<file path="config.mk">
export PLATFORM = sky130hd
export DESIGN_NAME = bump_recov_seq
export DESIGN_NICKNAME = d
export VERILOG_FILES = /design/src/rtl/bump_recov_seq.sv
export SDC_FILE = /design/constraint.sdc
export NUM_CORES = 1
export LEC_CHECK = 0
export CAP_MARGIN = 20
export CORE_MARGIN = 2
export CORE_UTILIZATION = 55
export CTS_BUF_LIST = sky130_fd_sc_hd__clkbuf_2
export CTS_CLUSTER_DIAMETER = 50
export CTS_CLUSTER_SIZE = 8
export DETAILED_ROUTE_END_ITERATION = 6
export PLACE_DENSITY = 0.89
export SLEW_MARGIN = 30
export SYNTH_ARGS = -nofsm -noshare
export SYNTH_HDL_FRONTEND = slang
export SYNTH_SLANG_ARGS = --single-unit
</file>
<file path="constraint.sdc">
create_clock -name clk -period 3.3 [get_ports clk]
set_input_delay 0.495 -clock clk [delete_from_list [all_inputs] [get_ports clk]]
set_output_delay 0.495 -clock clk [all_outputs]
set_load 0.02 [all_outputs]
</file>
<file path="src/rtl/bump_recov_seq.sv">
// -----------------------------------------------------------------------------
// bump_recov_seq
//   Drive-path sequencer placed between the PID speed outputs and mtr_drv.
//   In line following it passes the PID speeds through one register stage.
//   After a front-bumper hit it takes over the motors:
//      BRAKE (zero) -> BACKUP (reverse) -> TURN (pivot away from hit) -> SETTLE (zero)
//   and then hands control back to the PID. While recovering it holds go_out low
//   so the PID integrator restarts from a clean state.
//
// Ports
//   clk           in   1   system clock (50 MHz)
//   rst           in   1   asynchronous active-high reset
//   BMPL_n        in   1   left bump switch, active low, asynchronous to clk
//   BMPR_n        in   1   right bump switch, active low, asynchronous to clk
//   go_in         in   1   run enable from cmd_proc
//   pid_lft_spd   in  12   signed left speed from PID
//   pid_rght_spd  in  12   signed right speed from PID
//   lft_spd       out 12   signed left duty to mtr_drv (registered)
//   rght_spd      out 12   signed right duty to mtr_drv (registered)
//   go_out        out  1   go to PID, forced low while recovering (registered)
//   recov         out  1   high whenever the sequencer is not following (registered)
//   turn_rght     out  1   pivot direction of the current or last recovery
//   recov_cnt     out  8   saturating count of completed recoveries
// -----------------------------------------------------------------------------
module bump_recov_seq #(
   parameter logic [23:0] STOP_CYC = 24'd2_500_000,
   parameter logic [23:0] BACK_CYC = 24'd12_500_000,
   parameter logic [23:0] TURN_CYC = 24'd10_000_000,
   parameter logic [11:0] BACK_SPD = 12'd600,
   parameter logic [11:0] TURN_SPD = 12'd500
) (
   input  logic        clk,
   input  logic        rst,
   input  logic        BMPL_n,
   input  logic        BMPR_n,
   input  logic        go_in,
   input  logic [11:0] pid_lft_spd,
   input  logic [11:0] pid_rght_spd,
   output logic [11:0] lft_spd,
   output logic [11:0] rght_spd,
   output logic        go_out,
   output logic        recov,
   output logic        turn_rght,
   output logic [7:0]  recov_cnt
);

   typedef enum logic [2:0] {
      FOLLOW = 3'd0,
      BRAKE  = 3'd1,
      BACKUP = 3'd2,
      TURN   = 3'd3,
      SETTLE = 3'd4
   } state_t;

   localparam logic [11:0] NEG_BACK = 12'd0 - BACK_SPD;
   localparam logic [11:0] POS_TURN = TURN_SPD;
   localparam logic [11:0] NEG_TURN = 12'd0 - TURN_SPD;

   state_t      state_reg, state_next;
   logic [23:0] timer_reg, timer_next;
   logic        turn_rght_reg, turn_rght_next;
   logic [7:0]  recov_cnt_reg, recov_cnt_next;
   logic [11:0] lft_reg, lft_next;
   logic [11:0] rght_reg, rght_next;
   logic        go_out_reg, go_out_next;
   logic        recov_reg, recov_next;

   // Bump shift registers: [0] first sync flop, [1] synchronized value,
   // [2] previous synchronized value. Preset to 1 so that reset looks like
   // "not pressed" and a switch already held at reset release produces an edge.
   logic [2:0]  bmpl_sh_reg;
   logic [2:0]  bmpr_sh_reg;
   logic        bmp_fall_l;
   logic        bmp_fall_r;

   always_ff @(posedge clk or posedge rst) begin
      if (rst) begin
         bmpl_sh_reg <= 3'b111;
         bmpr_sh_reg <= 3'b111;
      end else begin
         bmpl_sh_reg <= {bmpl_sh_reg[1:0], BMPL_n};
         bmpr_sh_reg <= {bmpr_sh_reg[1:0], BMPR_n};
      end
   end

   assign bmp_fall_l = bmpl_sh_reg[2] & ~bmpl_sh_reg[1];
   assign bmp_fall_r = bmpr_sh_reg[2] & ~bmpr_sh_reg[1];

   // State, timer and all registered outputs.
   always_ff @(posedge clk or posedge rst) begin
      if (rst) begin
         state_reg     <= FOLLOW;
         timer_reg     <= '0;
         turn_rght_reg <= 1'b0;
         recov_cnt_reg <= '0;
         lft_reg       <= '0;
         rght_reg      <= '0;
         go_out_reg    <= 1'b0;
         recov_reg     <= 1'b0;
      end else begin
         state_reg     <= state_next;
         timer_reg     <= timer_next;
         turn_rght_reg <= turn_rght_next;
         recov_cnt_reg <= recov_cnt_next;
         lft_reg       <= lft_next;
         rght_reg      <= rght_next;
         go_out_reg    <= go_out_next;
         recov_reg     <= recov_next;
      end
   end

   // Next-state and next-output logic. Outputs are derived from the current
   // state, so they appear one clock after the state that produces them.
   // The timer is loaded with CYC-1 on entry and the state advances on the
   // clock where it reads zero, giving exactly CYC clocks per state.
   always_comb begin
      state_next     = state_reg;
      timer_next     = timer_reg;
      turn_rght_next = turn_rght_reg;
      recov_cnt_next = recov_cnt_reg;
      lft_next       = '0;
      rght_next      = '0;
      go_out_next    = 1'b0;
      recov_next     = (state_reg != FOLLOW);

      case (state_reg)
         FOLLOW: begin
            lft_next    = pid_lft_spd;
            rght_next   = pid_rght_spd;
            go_out_next = go_in;
            if (go_in && (bmp_fall_l || bmp_fall_r)) begin
               state_next     = BRAKE;
               timer_next     = STOP_CYC - 24'd1;
               // A left hit (alone or together with the right) pivots right.
               turn_rght_next = bmp_fall_l;
            end
         end

         BRAKE: begin
            if (timer_reg == 24'd0) begin
               state_next = BACKUP;
               timer_next = BACK_CYC - 24'd1;
            end else begin
               timer_next = timer_reg - 24'd1;
            end
         end

         BACKUP: begin
            lft_next  = NEG_BACK;
            rght_next = NEG_BACK;
            if (timer_reg == 24'd0) begin
               state_next = TURN;
               timer_next = TURN_CYC - 24'd1;
            end else begin
               timer_next = timer_reg - 24'd1;
            end
         end

         TURN: begin
            lft_next  = turn_rght_reg ? POS_TURN : NEG_TURN;
            rght_next = turn_rght_reg ? NEG_TURN : POS_TURN;
            if (timer_reg == 24'd0) begin
               state_next = SETTLE;
               timer_next = STOP_CYC - 24'd1;
            end else begin
               timer_next = timer_reg - 24'd1;
            end
         end

         SETTLE: begin
            if (timer_reg == 24'd0) begin
               state_next = FOLLOW;
               if (recov_cnt_reg != 8'hFF) begin
                  recov_cnt_next = recov_cnt_reg + 8'd1;
               end
            end else begin
               timer_next = timer_reg - 24'd1;
            end
         end

         default: begin
            state_next = FOLLOW;
            timer_next = '0;
         end
      endcase

      // Losing go mid-recovery aborts straight back to FOLLOW with the motors
      // stopped; the aborted recovery is not counted.
      if ((state_reg != FOLLOW) && !go_in) begin
         state_next     = FOLLOW;
         timer_next     = '0;
         lft_next       = '0;
         rght_next      = '0;
         recov_cnt_next = recov_cnt_reg;
      end
   end

   assign lft_spd   = lft_reg;
   assign rght_spd  = rght_reg;
   assign go_out    = go_out_reg;
   assign recov     = recov_reg;
   assign turn_rght = turn_rght_reg;
   assign recov_cnt = recov_cnt_reg;

endmodule

</file>
==> summary.md, run 1 <==
| Metric | Value |
|---|---|
| Yosys cell types | `between 50 and 60` |
| Final min period | `slightly below 3 ns` |
| Commonest cells after routing, fill and taps aside | `clkdlybuf4s50_1, dfrtp_1, nand2_1, nor2_1, a21oi_1` |
| Post-place setup slack | `between 0.3 and 0.4 ns` |
| Wire length per cell | `between 15 and 20 um` |
| CTS resizes | `0` |
| Vias in the first global route | `between 3000 and 4000` |
| Area growth from synthesis to layout | `24.37%` |
| Crit path kind | `flip-flop to flip-flop` |
| Std-Cell Rows | `29` |
| CTS Buffer Depth | `2` |
| Via Count | `3335` |
| Register area share after synthesis | `a little under half` |
| Synth Register Bits | `68` |
| CTS tree | `yes` |
| CP Cell Sequence | `or4_4 -> or4_1 -> or2_1 -> a311oi_4 -> mux2_2` |
| First-pass GRT wire length | `approximately 16000 um` |
| Yosys warns | `0` |
| Rel. slew slack | `a little under half` |
| Initial core utilization | `between 50 and 60%` |
| Iter 0 DRT Violations | `approximately 560` |
| Synth Flop Type | `dfrtp_1` |
| Hold_ws | `~0.35 ns` |
| Post-synth top area cell | `dfrtp_1` |
| Initial antenna violation count | `0` |
| Worst setup SP type | `flip-flop` |
| CTS Buf Count | `9` |
| H-tree depth | `3` |
| Crit Path Max Fanout | `8` |
| CTS root buffer | `clkbuf_2` |
| Setup TNS | `0 ns` |
| # fillers | `466` |
| Max IR drop VDD | `431.5 uV` |
| Post-CTS Hold Buffers | `0` |
| Largest cells by area after synthesis | `dfrtp_1, a21oi_1, dfstp_2` |
| Final instance area | `roughly 4500 um2` |
| Core Area | `~6300 um2` |
| Global-route usage over all layers | `between 20% and 30%` |
| I/O Buffers | `between 60 and 70` |
| Worst slew pin tran | `0.7827 ns` |
| Status | `finished, final reports clean` |
| Critical Path RT | `approximately 3.7 ns` |
| Die height | `between 80 and 90 um` |
| # DRC | `0` |
| Placed Area | `between 4000 and 5000 um2` |
| Fin cells | `between 500 and 600` |
| Routability cong. | `about 0.95` |
| Largest register FFs | `24` |
| WL final | `roughly 9500 um` |
| Synth top area share | `between 40% and 50%` |
| Syn Inst Count | `397` |
| Overflow after GRT | `0` |
| FMAX | `about 340 MHz` |
| Setup violators final | `0` |
| Highest-delay cell along the critical path | `or4_1` |
| CTS clk-pin slew, worst paths | `between 0.15 and 0.2 ns` |
| DRT Pass-1 Iters | `6` |
| Routed Antenna Nets | `0` |
| Min setup slack post-route | `~0.32 ns` |
| Clk_lat worst skew | `roughly 0.53 ns` |
| Clk_skew | `0.03597 ns` |
| Final HPWL DP | `~6700 um` |
| Synthesized area | `between 3000 and 4000 um2` |
| Ant. Diodes | `0` |
| Leakage | `1.915 nW` |
| Post-CTS Setup Bufs | `0` |
| Max Transition Viols Final | `0` |
| MaxCap Viol Count | `0` |
| Die Footprint | `just over 7000 um2` |
| Vias per cell | `between 6 and 7` |
| Fin nets | `490` |
| DIE WIDTH | `85.18 um` |
| Fin crit share | `between 90% and 100%` |
| Arr. time, crit path | `around 3.4 ns` |
| Hold WC Path Type | `input pin to async pin` |
| Commonest non-fill, non-tap cell in the layout | `clkdlybuf4s50_1` |
| Critical path endpoint category | `flip-flop` |
| Fraction of layout cells with a size suffix above 1 | `about a tenth` |
| PD cells | `between 400 and 500 nW/um2` |
| Placed Instances | `~520` |
| Syn Area/Cell | `9.130 um2` |
| IO Pins | `64` |
| Clock sink count | `68` |
| Syn Nets | `429` |
| Critical path's largest stage delay | `approximately 0.64 ns` |
| Post-synth EDFFs | `0` |
| RSZ-0062 raised after global routing | `false` |
| Largest net degree at the start of global routing | `45` |
| Asr flop ratio synth | `100.0%` |
| Final Hold Violating Endpoints | `0` |
[power breakdown]
group	switching (mW)	internal, mW
Sequential	0.0818	0.908
Combinational	0.251	0.217
Clock	0.314	0.333
[synth_stat cells (5+ instances only)]
cell type and n:
a21oi_1 35, a31oi_1 6, and2_1 5, and3_1 7, clkbuf_1 17, dfrtp_1 62
dfstp_2 6, inv_1 11, nand2_1 40, nand2b_1 5, nand3_1 8, nand4_1 5
nor2_1 36, nor3_1 11, o211ai_1 7, o21a_1 14, o21ai_0 20, o31ai_1 6
or3_1 6, or4_1 5, xnor2_1 13
[path summary, 6_finish.rpt]
path | from | end | slack (ns) | cells past startpoint
worst max-delay path | timer_reg[8] | recov_cnt[1] | 0.32 | 5
worst min-delay path | rst | lft_spd[8] | 0.35 | 2
worst max register to register | timer_reg[8] | recov_cnt[1] | 0.32 | 5
worst min register to register | bmpr_sh_reg[0] | bmpr_sh_reg[1] | 0.37 | 0
max in group asynchronous | rst | bmpr_sh_reg[2] | 2.27 | 3
min in group clk | BMPL_n | bmpl_sh_reg[0] | 0.36 | 1
[per-stage QoR]
step / power [mW] / utilization (%)
final: 2.104 / 71.00
after global routing: 2.204 / 71.00
after CTS: 2.106 / 71.00
after detailed placement: 1.461 / 68.43
after global placement: 1.448 / 68.43
after floorplan: 1.282 / -
[cell type report]
type                       count  area, um2  share of cell area, %
tap                           77      96.34                  2.137
clock buffer                  10      50.05                  1.110
timing repair buffer          76      740.7                  16.43
multi-input combinational    291       1754                  38.91
clock inverter                 6      112.6                  2.498
sequential                    68       1709                  37.91
inverter                      12      45.04                 0.9992
[worst max-delay path, delay by kind of cell, from the launching register on]
kind | cells | cell delay, ns
AOI/OAI and AO/OA | 1 | 0.47
DFF | 1 | 0.51
muxes | 1 | 0.39
and+or+nand+nor | 3 | 1.52
[metal layers]
metal / vias to the layer above / GRT usage [%] / share of wire [%]
met5: - / 0 / 0
met4: 0 / 10.53 / 2.4
met3: 26 / 7.101 / 7.3
met2: 176 / 43.11 / 48
met1: 1582 / 38.96 / 42
li1: 1551 / - / -
[cell families after synthesis]
| group | after synthesis | synth area share, % |
|---|---|---|
| buffers and inverters | 38 | 4.452 |
| AND/OR/NAND/NOR | 145 | 19.57 |
| AO/OA/AOI/OAI | 124 | 23.09 |
| XOR/XNOR | 17 | 4.108 |
| flip-flops | 68 | 47.15 |
| adder cells (fa/ha/maj) | 4 | 1.312 |
| multiplexers | 1 | 0.3106 |
(Power assumes the default switching activity.)
==> inputs of run 2 (changes only) <==
--- a/config.mk
+++ b/config.mk
@@ -12,6 +12,7 @@
 export CTS_CLUSTER_DIAMETER = 50
 export CTS_CLUSTER_SIZE = 8
 export DETAILED_ROUTE_END_ITERATION = 6
+export GPL_TIMING_DRIVEN = 0
 export PLACE_DENSITY = 0.89
 export SLEW_MARGIN = 30
 export SYNTH_ARGS = -nofsm -noshare
==> run 2 against run 1 <==
Effect of this change:
- power decreased by 3.0%
- die area unchanged
- sequential power fell by 1%
- fmax down 3.3%
- hold slack lost 0.060 ns
- global-route usage rose by 0.61 points
==> summary.md, run 2 (synthesized netlist as in run 1, its figures left out) <==
| Metric | Value |
|---|---|
| Status | `finished, final reports clean` |
| Crit Path Max Fanout | `10` |
| PD cells | `451.8 nW/um2` |
| DRT Pass-1 Iters | `5` |
| Highest-delay cell along the critical path | `dfrtp_1` |
| CTS Buffer Depth | `2` |
| CTS tree | `yes` |
| Clock sink count | `just under 70` |
| Fraction of layout cells with a size suffix above 1 | `under 10%` |
| Clk_lat worst skew | `approximately 0.53 ns` |
| # DRC | `0` |
| IO Pins | `64` |
| H-tree depth | `3` |
| Switching pwr | `around 0.66 mW` |
| Max Transition Viols Final | `0` |
| Commonest cells after routing, fill and taps aside | `clkdlybuf4s50_1, dfrtp_1, nand2_1, nor2_1, a21oi_1` |
| Final HPWL DP | `slightly above 7000 um` |
| Hold_ws | `about 0.29 ns` |
| Int Pwr | `roughly 1.4 mW` |
| Max IR drop VDD | `about 340 uV` |
| Post-CTS Setup Bufs | `0` |
| RSZ-0062 raised after global routing | `false` |
| Std-Cell Rows | `29` |
| I/O Buffers | `63` |
| CTS clk-pin slew, worst paths | `0.21 ns` |
| DIE WIDTH | `roughly 85 um` |
| Area growth from synthesis to layout | `24.65%` |
| FMAX | `between 300 and 400 MHz` |
| R2r startpoint | `timer_reg[0]` |
| First-pass GRT wire length | `around 16000 um` |
| Crit path kind | `flip-flop to flip-flop` |
| Final core utilization | `approximately 71%` |
| Via Count | `around 3500` |
| Largest register FFs | `24` |
| Critical Path RT | `about 3.7 ns` |
| Top delay family on crit path | `simple AND/OR/NAND/NOR gates` |
| Routability cong. | `between 0.9 and 1` |
| Setup TNS | `0 ns` |
| Worst slew pin tran | `between 0.8 and 0.9 ns` |
| Switching Share | `~32%` |
| MaxCap Viol Count | `0` |
| Post-place setup slack | `between 0.3 and 0.4 ns` |
| Vias in the first global route | `approximately 3300` |
| Worst setup SP type | `flip-flop` |
| Hold WC Path Type | `input pin to async pin` |
| CTS resizes | `0` |
| CTS root buffer | `clkbuf_2` |
| Routed Antenna Nets | `0` |
| Min setup slack post-route | `between 0.2 and 0.25 ns` |
| Iter 0 DRT Violations | `between 300 and 400` |
| Vias per cell | `6.240` |
| Share of power burned in registers | `47.9%` |
| Final Hold Violating Endpoints | `0` |
| Largest net degree at the start of global routing | `38` |
| Core Area | `about 6300 um2` |
| Fin nets | `between 500 and 600` |
| Fin crit share | `93.38%` |
| Final Power | `between 2 and 2.5 mW` |
| Ant. Diodes | `0` |
| Die Footprint | `between 7000 and 8000 um2` |
| Critical path's largest stage delay | `between 0.5 and 0.6 ns` |
| CP Launch Point | `timer_reg[0]` |
| Logic pwr share | `a little under a quarter` |
| Setup violators final | `0` |
| Critical path endpoint category | `flip-flop` |
| Initial antenna violation count | `0` |
| Die height | `85.18 um` |
| CP Cell Sequence | `inv_1 -> ha_1 -> nor4b_1 -> nand3_1 -> or2_1 -> buf_6 -> o21bai_1 -> buf_2 -> a22oi_1 -> o31ai_1` |
| WL final | `~10000 um` |
| Leakage | `approximately 1.9 nW` |
| Post-CTS Hold Buffers | `0` |
| Arr. time, crit path | `approximately 3.5 ns` |
| Clk pwr share | `between 20% and 30%` |
| Overflow after GRT | `0` |
| Commonest non-fill, non-tap cell in the layout | `clkdlybuf4s50_1` |
| WP buf/inv | `3` |
| CTS Buf Count | `9` |
| Rel. slew slack | `between 40% and 50%` |
| Wire length per cell | `about 18 um` |
| Initial core utilization | `a little under three fifths` |
| Final min period | `roughly 3.1 ns` |
| Global-route usage over all layers | `between 20% and 30%` |
| Clk_skew | `~0.02 ns` |
==> run 2: per-layer routing <==
layer | global-route usage (%) | vias up | routed length [um]
li1 | - | 1580 | -
met1 | 38.64 | 1638 | 4124
met2 | 46.02 | 202 | 4806
met3 | 6.518 | 37 | 758
met4 | 10.39 | 0 | 272
met5 | 0 | - | 0
==> run 2: through the flow <==
step                cell area, um2  instances
floorplan                     3625        397
global placement              4352        537
detailed placement            4374        538
CTS                           4518        554
global route                  4518        554
finish                        4518        554
==> run 2: area by class of cell <==
type / count / area [um2]
plain buffers: 26 / 116.4
clock buffers: 9 / 45.04
clock inverters: 7 / 98.84
fillers: 449 / 1832
inverters: 12 / 47.55
multi-input cells: 291 / 1754
flip-flops and latches: 68 / 1709
well taps: 77 / 96.34
repair buffers: 64 / 650.6
==> run 2: worst paths after layout <==
path                                   to  slack [ns]  depth (start not counted)
max                          timer_reg[5]        0.22                         10
min                          recov_cnt[4]        0.29                          2
max reg2reg                  timer_reg[5]        0.22                         10
min reg2reg                bmpl_sh_reg[1]        0.37                          0
max in group asynchronous     rght_spd[9]        2.47                          3
min in group clk           bmpl_sh_reg[0]        0.35                          1
==> run 2: power groups by stage <==
stage               clock network, mW  registers (mW)  logic [mW]
floorplan                           0            1.01       0.276
global placement                    0           0.987       0.459
detailed placement                  0           0.990       0.475
CTS                             0.589           0.975       0.477
global route                    0.623           0.987       0.527
finish                          0.579           0.979       0.484
==> inputs of run 3 (changes only) <==
--- a/config.mk
+++ b/config.mk
@@ -10,9 +10,10 @@
 export CORE_UTILIZATION = 55
 export CTS_BUF_LIST = sky130_fd_sc_hd__clkbuf_2
 export CTS_CLUSTER_DIAMETER = 50
-export CTS_CLUSTER_SIZE = 8
+export CTS_CLUSTER_SIZE = 16
 export DETAILED_ROUTE_END_ITERATION = 6
 export GPL_TIMING_DRIVEN = 0
+export MAX_ROUTING_LAYER = met4
 export PLACE_DENSITY = 0.89
 export SLEW_MARGIN = 30
 export SYNTH_ARGS = -nofsm -noshare
==> run 3 against run 2 <==
Effect of this change:
- the flow now finishes with violations (DRC)
- register-to-register slack lost 0.02 ns
- global-route usage grew 0.96 points
- critical path depth is the same
- critical endpoint unchanged
- highest routed layer unchanged
==> summary.md, run 3 (synthesized netlist as in run 1, its figures left out) <==
| Metric | Value |
|---|---|
| Fraction of layout cells with a size suffix above 1 | `7.966%` |
| Highest-delay cell along the critical path | `dfrtp_1` |
| Clk pwr share | `a little under a third` |
| CTS resizes | `0` |
| Rel. slew slack | `41.84%` |
| Iter 0 DRT Violations | `about 430` |
| Setup violators final | `0` |
| Final HPWL DP | `between 7000 and 8000 um` |
| Worst setup SP type | `flip-flop` |
| Crit path kind | `flip-flop to flip-flop` |
| Critical path endpoint category | `flip-flop` |
| WP buf/inv | `3` |
| Vias in the first global route | `around 3300` |
| Share of power burned in registers | `~46%` |
| Initial core utilization | `57.08%` |
| Initial antenna violation count | `0` |
| Largest register FFs | `24` |
| Max IR drop VDD | `313.8 uV` |
| Top delay family on crit path | `simple AND/OR/NAND/NOR gates` |
| Largest net degree at the start of global routing | `just over 40` |
| Clock sink count | `68` |
| Worst slew pin tran | `~0.87 ns` |
| Std-Cell Rows | `29` |
| RSZ-0062 raised after global routing | `false` |
| Post-CTS Setup Bufs | `0` |
| Final min period | `roughly 3.1 ns` |
| WL final | `roughly 10000 um` |
| Wire length per cell | `about 18 um` |
| MaxCap Viol Count | `0` |
| Final Hold Violating Endpoints | `0` |
| Ant. Diodes | `0` |
| Post-CTS Hold Buffers | `0` |
| CP Cell Sequence | `inv_1 -> ha_1 -> nor4b_1 -> nand3_1 -> or2_1 -> buf_6 -> o21bai_1 -> buf_2 -> a22oi_1 -> o31ai_1` |
| Routability cong. | `between 0.9 and 1` |
| FMAX | `approximately 320 MHz` |
| Commonest cells after routing, fill and taps aside | `clkdlybuf4s50_1, dfrtp_1, nand2_1, nor2_1, a21oi_1` |
| IO Pins | `64` |
| Setup TNS | `0 ns` |
| Core Area | `about 6300 um2` |
| CTS root buffer | `clkbuf_2` |
| Critical path's largest stage delay | `0.51 ns` |
| I/O Buffers | `63` |
| Switching pwr | `approximately 0.66 mW` |
| Critical Path RT | `3.77 ns` |
| Die Footprint | `roughly 7300 um2` |
| Area growth from synthesis to layout | `25.16%` |
| Routed Antenna Nets | `0` |
| Int Pwr | `roughly 1.5 mW` |
| Crit Path Max Fanout | `10` |
| Placed Area | `4374 um2` |
| Failing checks | `DRC` |
| Leakage | `about 1.9 nW` |
| Status | `complete, but fails checks` |
| DRT Pass-1 Iters | `7` |
| Via Count | `between 3000 and 4000` |
| # DRC | `2` |
| First-pass GRT wire length | `~16000 um` |
| Clk_skew | `between 0.02 and 0.025 ns` |
| Hold WC Path Type | `input pin to async pin` |
| Fin nets | `504` |
| PD cells | `465.5 nW/um2` |
| CTS tree | `yes` |
| CTS Buffer Depth | `2` |
| CTS clk-pin slew, worst paths | `0.20 ns` |
| Commonest non-fill, non-tap cell in the layout | `clkdlybuf4s50_1` |
| # fillers | `~480` |
| Final Power | `2.112 mW` |
| Logic pwr share | `between 20% and 30%` |
| Overflow after GRT | `0` |
| Fin crit share | `between 90% and 100%` |
| Switching Share | `a little under a third` |
| Vias per cell | `between 6 and 7` |
| Arr. time, crit path | `~3.6 ns` |
| Global-route usage over all layers | `slightly below 30%` |
| CTS Buf Count | `9` |
| Final core utilization | `between 70 and 80%` |
| Die height | `85.18 um` |
| Clk_lat worst skew | `0.55 ns` |
| H-tree depth | `3` |
| Max Transition Viols Final | `0` |
| DIE WIDTH | `between 80 and 90 um` |
| Final instance area | `4537 um2` |
-- run 3: area by class of cell --
type / count / area (um2) / area share, %
Buffer: 26 / 116.4 / 2.565
Clock buffer: 10 / 50.05 / 1.103
Clock inverter: 6 / 112.6 / 2.482
Inverter: 12 / 47.55 / 1.048
Multi-Input combinational cell: 291 / 1754 / 38.67
Sequential cell: 68 / 1709 / 37.67
Tap cell: 77 / 96.34 / 2.124
Timing Repair Buffer: 64 / 650.6 / 14.34
-- run 3: path summary, 6_finish.rpt --
| kind | cells past startpoint | slack [ns] | startpoint | end |
|---|---|---|---|---|
| worst min register to register | 0 | 0.37 | bmpl_sh_reg[0] | bmpl_sh_reg[1] |
| max in group asynchronous | 3 | 2.45 | rst | bmpr_sh_reg[2] |
| min in group clk | 1 | 0.33 | BMPR_n | bmpr_sh_reg[0] |
| worst min-delay path | 2 | 0.27 | rst | rght_spd[10] |
| worst max-delay path | 10 | 0.19 | timer_reg[0] | timer_reg[5] |
| worst max register to register | 10 | 0.19 | timer_reg[0] | timer_reg[5] |
-- run 3: power by group through the flow --
stage / registers [mW] / logic, mW / clock network (mW)
detailed placement: 0.990 / 0.475 / 0
CTS: 0.975 / 0.478 / 0.653
global placement: 0.987 / 0.458 / 0
finish: 0.976 / 0.483 / 0.652
floorplan: 1.01 / 0.276 / 0
global route: 0.987 / 0.524 / 0.686
-- run 3: metrics by stage --
stage / worst slack [ns] / instances / hold slack [ns]
4_1_cts: 0.3055 / 554 / 0.2739
5_1_grt: 0.09638 / 554 / 0.2795
2_1_floorplan: 0.5729 / 397 / 0.3452
6_report: 0.1942 / 554 / 0.2701
3_5_place_dp: 0.3693 / 538 / 0.3536
3_3_place_gp: 0.04324 / 537 / 0.3464
-- run 3: worst reg2reg max path, cell delays in order, from the launching register on --
cell and delay (ns):
dfrtp_1 0.51, inv_1 0.12, ha_1 0.16, nor4b_1 0.43, nand3_1 0.35, or2_1 0.32
buf_6 0.14, o21bai_1 0.43, buf_2 0.33, a22oi_1 0.13, o31ai_1 0.11
-- run 3: per-layer routing --
| layer | share of wire (%) | global-route usage [%] | vias to the layer above |
|---|---|---|---|
| met5 | 0 | - | - |
| met4 | 2.8 | 14.00 | 0 |
| met3 | 6.9 | 6.809 | 29 |
| met2 | 48 | 44.53 | 178 |
| met1 | 42 | 38.42 | 1661 |
| li1 | - | - | 1579 |
